--- src/rtl/seg_scan_decoder.sv ---
// Receive side of a multiplexed 4-digit seven-segment bus: synchronizes the
// active-low anode/segment lines, waits for them to settle, decodes each
// digit back to BCD and publishes complete 4-digit frames with sticky errors.
module seg_scan_decoder #(
  parameter int SETTLE_CYCLES = 4
) (
  input  logic       clk,
  input  logic       rst_n,
  input  logic [6:0] seg_in,
  input  logic [3:0] an_in,
  input  logic       err_clr,
  output logic [3:0] dig0,
  output logic [3:0] dig1,
  output logic [3:0] dig2,
  output logic [3:0] dig3,
  output logic [3:0] blank,
  output logic       frame_valid,
  output logic [1:0] err_flags
);

  localparam int CW = $clog2(SETTLE_CYCLES) + 1;
  localparam logic [CW-1:0] CNT_MAX = CW'(SETTLE_CYCLES - 1);
  localparam logic [CW-1:0] CNT_ACC = CW'(SETTLE_CYCLES - 2);

  logic [10:0]         meta_q, sync_q, prev_q;
  logic [CW-1:0]       cnt_q, cnt_d;
  logic                accept;
  logic [3:0]          an_s;
  logic [6:0]          seg_s;
  logic [3:0]          dec_dig;
  logic                dec_blank, dec_bad;
  logic [3:0]          slot_oh;
  logic                an_multi, cap_en, frame_done;
  logic [3:0][3:0]     cap_dig_q, dig_q;
  logic [3:0]          cap_blank_q, blank_q, seen_q, seen_d;
  logic                fv_q;
  logic [1:0]          err_q, err_d;

  assign {an_s, seg_s} = sync_q;

  // Synchronizer and stability history. Reset loads the idle bus value
  // (all lines high) so a cleared pipeline never looks like a multi-anode scan.
  always_ff @(posedge clk or negedge rst_n) begin
    if (!rst_n) begin
      meta_q <= '1;
      sync_q <= '1;
      prev_q <= '1;
      cnt_q  <= '0;
    end else begin
      meta_q <= {an_in, seg_in};
      sync_q <= meta_q;
      prev_q <= sync_q;
      cnt_q  <= cnt_d;
    end
  end

  // Settle counter: restarts on any change, saturates so a held value fires once.
  always_comb begin
    cnt_d = cnt_q;
    if (sync_q != prev_q) begin
      cnt_d = '0;
    end else if (cnt_q != CNT_MAX) begin
      cnt_d = cnt_q + CW'(1);
    end
  end

  // cnt_q counts repeats beyond the first two cycles of the current value.
  assign accept = (sync_q == prev_q) && (cnt_q == CNT_ACC);

  // Active-low segment pattern (g..a) to BCD digit.
  always_comb begin
    dec_dig   = 4'hE;
    dec_blank = 1'b0;
    dec_bad   = 1'b0;
    case (seg_s)
      7'b1000000: dec_dig = 4'd0;
      7'b1111001: dec_dig = 4'd1;
      7'b0100100: dec_dig = 4'd2;
      7'b0110000: dec_dig = 4'd3;
      7'b0011001: dec_dig = 4'd4;
      7'b0010010: dec_dig = 4'd5;
      7'b0000010: dec_dig = 4'd6;
      7'b1111000: dec_dig = 4'd7;
      7'b0000000: dec_dig = 4'd8;
      7'b0010000: dec_dig = 4'd9;
      7'b1111111: begin
        dec_dig   = 4'hF;
        dec_blank = 1'b1;
      end
      default:    dec_bad = 1'b1;
    endcase
  end

  // Anode classification: idle, single digit slot, or several anodes at once.
  always_comb begin
    slot_oh  = 4'b0000;
    an_multi = 1'b0;
    case (an_s)
      4'b1111: begin
      end
      4'b1110, 4'b1101, 4'b1011, 4'b0111: slot_oh = ~an_s;
      default: an_multi = 1'b1;
    endcase
  end

  assign cap_en     = accept && (slot_oh != 4'b0000);
  assign frame_done = (seen_q == 4'b1111);

  // Seen mask restarts on frame completion; a same-cycle capture opens the next frame.
  always_comb begin
    seen_d = frame_done ? 4'b0000 : seen_q;
    if (cap_en) seen_d = seen_d | slot_oh;
    err_d = err_clr ? 2'b00 : err_q;
    err_d = err_d | {accept & an_multi, cap_en & dec_bad};
  end

  // Per-slot capture registers; latest accept for a slot wins.
  always_ff @(posedge clk or negedge rst_n) begin
    if (!rst_n) begin
      cap_dig_q   <= '0;
      cap_blank_q <= '0;
      seen_q      <= '0;
    end else begin
      seen_q <= seen_d;
      for (int k = 0; k < 4; k++) begin
        if (cap_en && slot_oh[k]) begin
          cap_dig_q[k]   <= dec_dig;
          cap_blank_q[k] <= dec_blank;
        end
      end
    end
  end

  // Published frame, completion pulse and sticky error flags.
  always_ff @(posedge clk or negedge rst_n) begin
    if (!rst_n) begin
      dig_q   <= '0;
      blank_q <= 4'b1111;
      fv_q    <= 1'b0;
      err_q   <= 2'b00;
    end else begin
      fv_q  <= frame_done;
      err_q <= err_d;
      if (frame_done) begin
        dig_q   <= cap_dig_q;
        blank_q <= cap_blank_q;
      end
    end
  end

  assign dig0        = dig_q[0];
  assign dig1        = dig_q[1];
  assign dig2        = dig_q[2];
  assign dig3        = dig_q[3];
  assign blank       = blank_q;
  assign frame_valid = fv_q;
  assign err_flags   = err_q;

endmodule
--- config.mk ---
export PLATFORM = sky130hd
export DESIGN_NAME = seg_scan_decoder
export DESIGN_NICKNAME = d
export VERILOG_FILES = /design/src/rtl/seg_scan_decoder.sv
export SDC_FILE = /design/constraint.sdc
export NUM_CORES = 1
export LEC_CHECK = 0
export CORE_MARGIN = 5
export CORE_UTILIZATION = 58
export DETAILED_ROUTE_END_ITERATION = 8
export GPL_TIMING_DRIVEN = 0
export PLACE_DENSITY = 0.86
export SYNTH_ARGS = -nofsm -noshare
export SYNTH_HDL_FRONTEND = slang
export SYNTH_SLANG_ARGS = --single-unit
--- constraint.sdc ---
create_clock -name clk -period 4.8 [get_ports clk]
set_input_delay 0.96 -clock clk [delete_from_list [all_inputs] [get_ports clk]]
set_output_delay 0.96 -clock clk [all_outputs]
set_load 0.1 [all_outputs]
== Yosys cells after proc, flatten, opt, wreduce, memory -nomap -nowiden ==
Index checks and enable logic that the tools add are counted.

* Bits of input ports: 14
* ROM bits: 0
* Word-level logic and storage cells: 68
* Latch bits: 0
* Output and inout port bits: 23
* Memory bits (writable): 0
* Flip-flop bits (word level): 83
* Memories kept: 0

* $lt $le $gt $ge: 0
* Reductions and logical operators: 12
* Shift-type cells: 0
* Divide/modulo/power cells: 0
* Equality and inequality tests: 20
* Bitwise logic cells: 5
* Multiply operators: 0
* Muxes and demuxes: 10
* $add $sub $neg: 1

{| class="wikitable"
|+ Operators by type and width
! operator !! count
|-
| 4-bit case mux with 11 select lines || 1
|-
| 7-bit equality test, second input constant || 4
|-
| 7-bit by 5-bit equality test with 1-bit output, second input constant || 3
|-
| 4-bit equality test, second input constant || 5
|-
| 7-bit by 6-bit equality test with 1-bit output, second input constant || 2
|-
| 4-bit 2-to-1 mux || 3
|-
| 11-bit equality test || 1
|-
| 11-bit != test || 1
|-
| 11-bit OR reduction || 1
|-
| 7-bit by 2-bit equality test with 1-bit output, second input constant || 1
|-
| 7-bit logical NOT || 1
|-
| 1-bit logical AND || 6
|-
| 3-bit 2-to-1 mux || 2
|-
| 5-bit OR reduction || 1
|-
| 4-bit by 3-bit equality test with 1-bit output, second input constant || 1
|-
| 4-bit NOT || 1
|-
| 4-bit OR || 1
|-
| 4-bit nonzero test || 1
|-
| 4-bit OR reduction || 1
|-
| 3-bit by 1-bit adder with 3-bit output, second input constant || 1
|-
| 3-bit by 2-bit equality test with 1-bit output, second input constant || 1
|-
| 1-bit 2-to-1 mux || 3
|-
| 3-bit by 2-bit != test with 1-bit output, second input constant || 1
|-
| 1-bit bitwise AND || 2
|-
| other kinds (3) || 3
|}

== Depth between registers and ports, before layout ==
* Depth after elaboration: 7
* Mapped depth: 7
* Depth with buffers taken out: 7

== Worst setup path after synthesis ==
Ideal clock, no wire load.

* Path type: reg2reg
* Start point: reg sync_q[3]
* End point: reg cap_dig_q[0] (netlist name)
* Buffers on the path: 1
* Stages on the path, launching flop included: 7
* Slack: 2.785 ns
* Required time: 4.673 ns
* Period minus slack after synthesis: 2.015 ns
* Arrival time: 1.887 ns
* Setup time: 0.127 ns
* Path through: dfstp_2 buf_2 xor2_1 nor4_4 nand4_2 or2_4 mux2_1

* Cells in the longest elaborated chain, start to end: 4
* Elaborated cells between the ends (all ways): 16
* Those cells by class: 11 x eq/ne; 1 x mux; 4 x reduce/logical

{| class="wikitable"
|+ Ends and longest elaborated chain
! item !! RTL line !! text
|-
| start, declared || 25 || <nowiki>logic [10:0] meta_q, sync_q, prev_q;</nowiki>
|-
| start signal, assigned || 51 || <nowiki>sync_q <= meta_q;</nowiki>
|-
| branches (longest 4 deep; another with 4-bit case mux with 11 select lines) || - ||
|-
| end signal, assigned by index || 127 || <nowiki>cap_dig_q[k] <= dec_dig;</nowiki>
|-
| end, declared || 34 || <nowiki>logic [3:0][3:0] cap_dig_q, dig_q;</nowiki>
|}

Parallel ways; which one is timed is not known.
A chain may end at the register's enable or synchronous reset.

== Worst setup path after layout ==
* Start point: reg blank_q[2], in the netlist blank[2]
* End point: out blank[2]

{| class="wikitable"
|+ RTL lines
! item !! RTL line !! text
|-
| start, declared || 35 || <nowiki>logic [3:0] cap_blank_q, blank_q, seen_q, seen_d;</nowiki>
|-
| start signal, assigned || 146 || <nowiki>blank_q <= cap_blank_q;</nowiki>
|-
| end, declared || 16 || <nowiki>output logic [3:0] blank,</nowiki>
|}

No word-level cell between the ends.

==> results.toml <==
[outcome]
status = "finished clean"

[pwr]
p_switching_mw = 0.286
switching_share_pct = 20.6
p_clk_share_pct = 42.0
p_seq_share_pct = 52.9
power_density_nw_per_um2 = 340
p_total_mw = 1.39
p_leak_nw = 1.83
pwr-share-comb_pct = 5.2
p_int_mw = 1.10
irDropWorstVdd_uv = 286

[synth]
synth-async-reset-ratio_pct = 100
syn_avg_cell_area_um2 = 11.6
synth_top_cell_area_share_pct = 34.1
synth_fp_nets = 309
ys_warn_count = 0
synth_ff_type = "dfrtp_1"
mappedNetlistArea_um2 = 3370
synth_cell_type_count = 48
syn_inst = 292
synth_area_leaders = "dfrtp_1, dfstp_2, nand2_1"
synth-edff-count = 0
synth.largest_area_cell = "dfrtp_1"
yosysSeqAreaShare_pct = 62.9
synth-seq-cells = 83

[global_routing]
grt_overflow = 0
grt_start_max_net_pins = 46
grt_antenna_before_repair = 0
grt_pass1_vias = 2274
track_usage_pct = 18.2
grt_pass1_wl_mm = 10.5

[layout]
num_antenna_cells = 0
drive_gt1_share_pct = 24.3
syn2layout_area_growth_pct = 21.2
final_cell_mix = "nand2_1, dfrtp_1, dfstp_2"
nets = 357
final_common_cell = "nand2_1"

[clock_network]
cts_tree = "built"
hold_buffers = 0
cts_made_buffers = 9
cts_buffer_depth = 2
cts_sinks = 83
cts_root_buf = "clkbuf_8"
post_cts_buffers = 0
ctsHtreeMaxLevel = 3
cts_resized = 0
clock_latency_ps = 350
cts.clk_slew.worst_paths_ps = 70

[timing]
fin_crit_ps = 2970
slew_viol_final = 0
timing.final.ws_setup_ps = 1830
rsz0062_at_grt = "no"
period_share_pct = 61.8
hold_ws_ps = 358
setup_viol = 0
max_freq_mhz = 337
relSlewSlack_pct = 35.1
tns_ps = 0
worst_pin_slew_ps = 971
hold_viol = 0
finClkSkew_ps = 6.98

[critical_path]
crit_path_cell_trace = "clkdlybuf4s50_1"
crit_family = "buffers and inverters"
timing.critical_path.buf_inv = 1
crit_cells = 1
cp_max_fo = 2
start_kind = "register"
required_ps = 3840
max_stage_delay_ps = 1120
crit_type = "register to output port"
crit_arrival_ps = 2010
rr_worst_depth = 6
critPathSlowestCell = "clkdlybuf4s50_1"
cp-end-kind = "output port"

[job]
max_cap_violations = 0

[place]
port_buffers = 36
gpl.final_weighted_congestion = 0.854
place_ws_ps = 2200
dpl.hpwl_mm = 4.35

[floorplanning]
pin_count = 37
initial_core_util_pct = 60.5
die_w_um = 86.3
row_count = 27
fp.dieArea_um2 = 7440
coreArea_um2 = 5570
die_h_um = 86.3

[drt]
via_per_inst = 5.47
drt-initial-drc-count = 153
dr.pass1.iters = 5
wl_per_cell_um = 14.3
antenna_left = 0
num_vias = 2282
finalWirelength_mm = 5.96
drcViolationCount = 0

[min_path]
hold_depth = 0
hold_class = "register to register"
## cell usage after synthesis, types with 2 or more instances
library cell	count
a21o_1	3
or4b_2	2
nand2_1	71
a21oi_1	4
mux2i_1	2
nand2b_1	5
buf_2	4
nor3_1	7
nand3_1	5
nor2_1	13
xnor2_1	2
mux2_2	11
nand4_1	5
xor2_1	10
dfstp_2	37
xor2_2	2
ha_1	3
dfrtp_1	46
o21ai_0	16
clkbuf_1	6
nor2b_1	2
or3_1	2
inv_1	7
nand3b_1	2
or4_1	2
## metal layers
metal | track usage, % | vias up | part of all wire (%)
met2 | 30.3 | 70 | 49
met4 | 10.8 | 0 | 3.3
met1 | 22.2 | 1119 | 42
met5 | 0 | - | 0
li1 | - | 1079 | -
met3 | 3.52 | 14 | 5.5
## state kept, by name, summed over array words and instances, names as in the netlist
register,flops
sync_q,11
dig0,4
cnt_q,3
dig2,4
dig3,4
cap_blank_q,4
dig1,4
err_flags,2
blank,4
meta_q,11
frame_valid,1
seen_q,4
prev_q,11
cap_dig_q,16
## per-stage QoR
stage	area [um^2]	cells	utilization (%)
2_1_floorplan	3370	292	-
3_3_place_gp	3820	400	68.6
3_5_place_dp	3840	401	68.9
4_1_cts	4090	417	73.3
5_1_grt	4090	417	73.3
6_report	4090	417	73.3
## power groups by stage
stage | combinational, mW | clock, mW | sequential [mW]
after floorplan | 0.0385 | 0 | 0.745
after global placement | 0.0677 | 0 | 0.746
after detailed placement | 0.0723 | 0 | 0.747
after CTS | 0.0726 | 0.595 | 0.735
after global routing | 0.0796 | 0.632 | 0.737
final | 0.0716 | 0.583 | 0.734
## logic make-up (layout without fill, tap and decap cells)
| logic type | count (synthesis) | count (layout) | synth area share [%] |
|---|---|---|---|
| fa+ha+maj | 4 | 4 | 1.41 |
| xor+xnor | 14 | 14 | 4.08 |
| compound gates | 31 | 31 | 5.64 |
| simple gates | 126 | 126 | 18.4 |
| buf+inv | 19 | 72 | 2.49 |
| mux | 15 | 15 | 5.04 |
| flops | 83 | 83 | 62.9 |
## layout make-up
| class | count | area (um^2) |
|---|---|---|
| buffer | 11 | 53.8 |
| clock inverter | 3 | 67.6 |
| timing repair buffer | 37 | 378 |
| fill | 403 | 1490 |
| inverter | 8 | 30.0 |
| multi-input combinational | 190 | 1170 |
| tap | 72 | 90.1 |
| sequential | 83 | 2120 |
| clock buffer | 13 | 179 |
## worst paths after layout
check | from | end | slack, ps
setup / recovery | blank[2] | blank[2] | 1830
hold / removal | meta_q[6] | sync_q[6] | 360
setup reg to reg | sync_q[3] | cap_dig_q[14] | 2500
hold reg to reg | meta_q[6] | sync_q[6] | 360
max in group asynchronous | rst_n | sync_q[5] | 3600
min in group asynchronous | rst_n | cap_blank_q[0] | 560
Note: power is estimated with default switching activity, not from simulation.
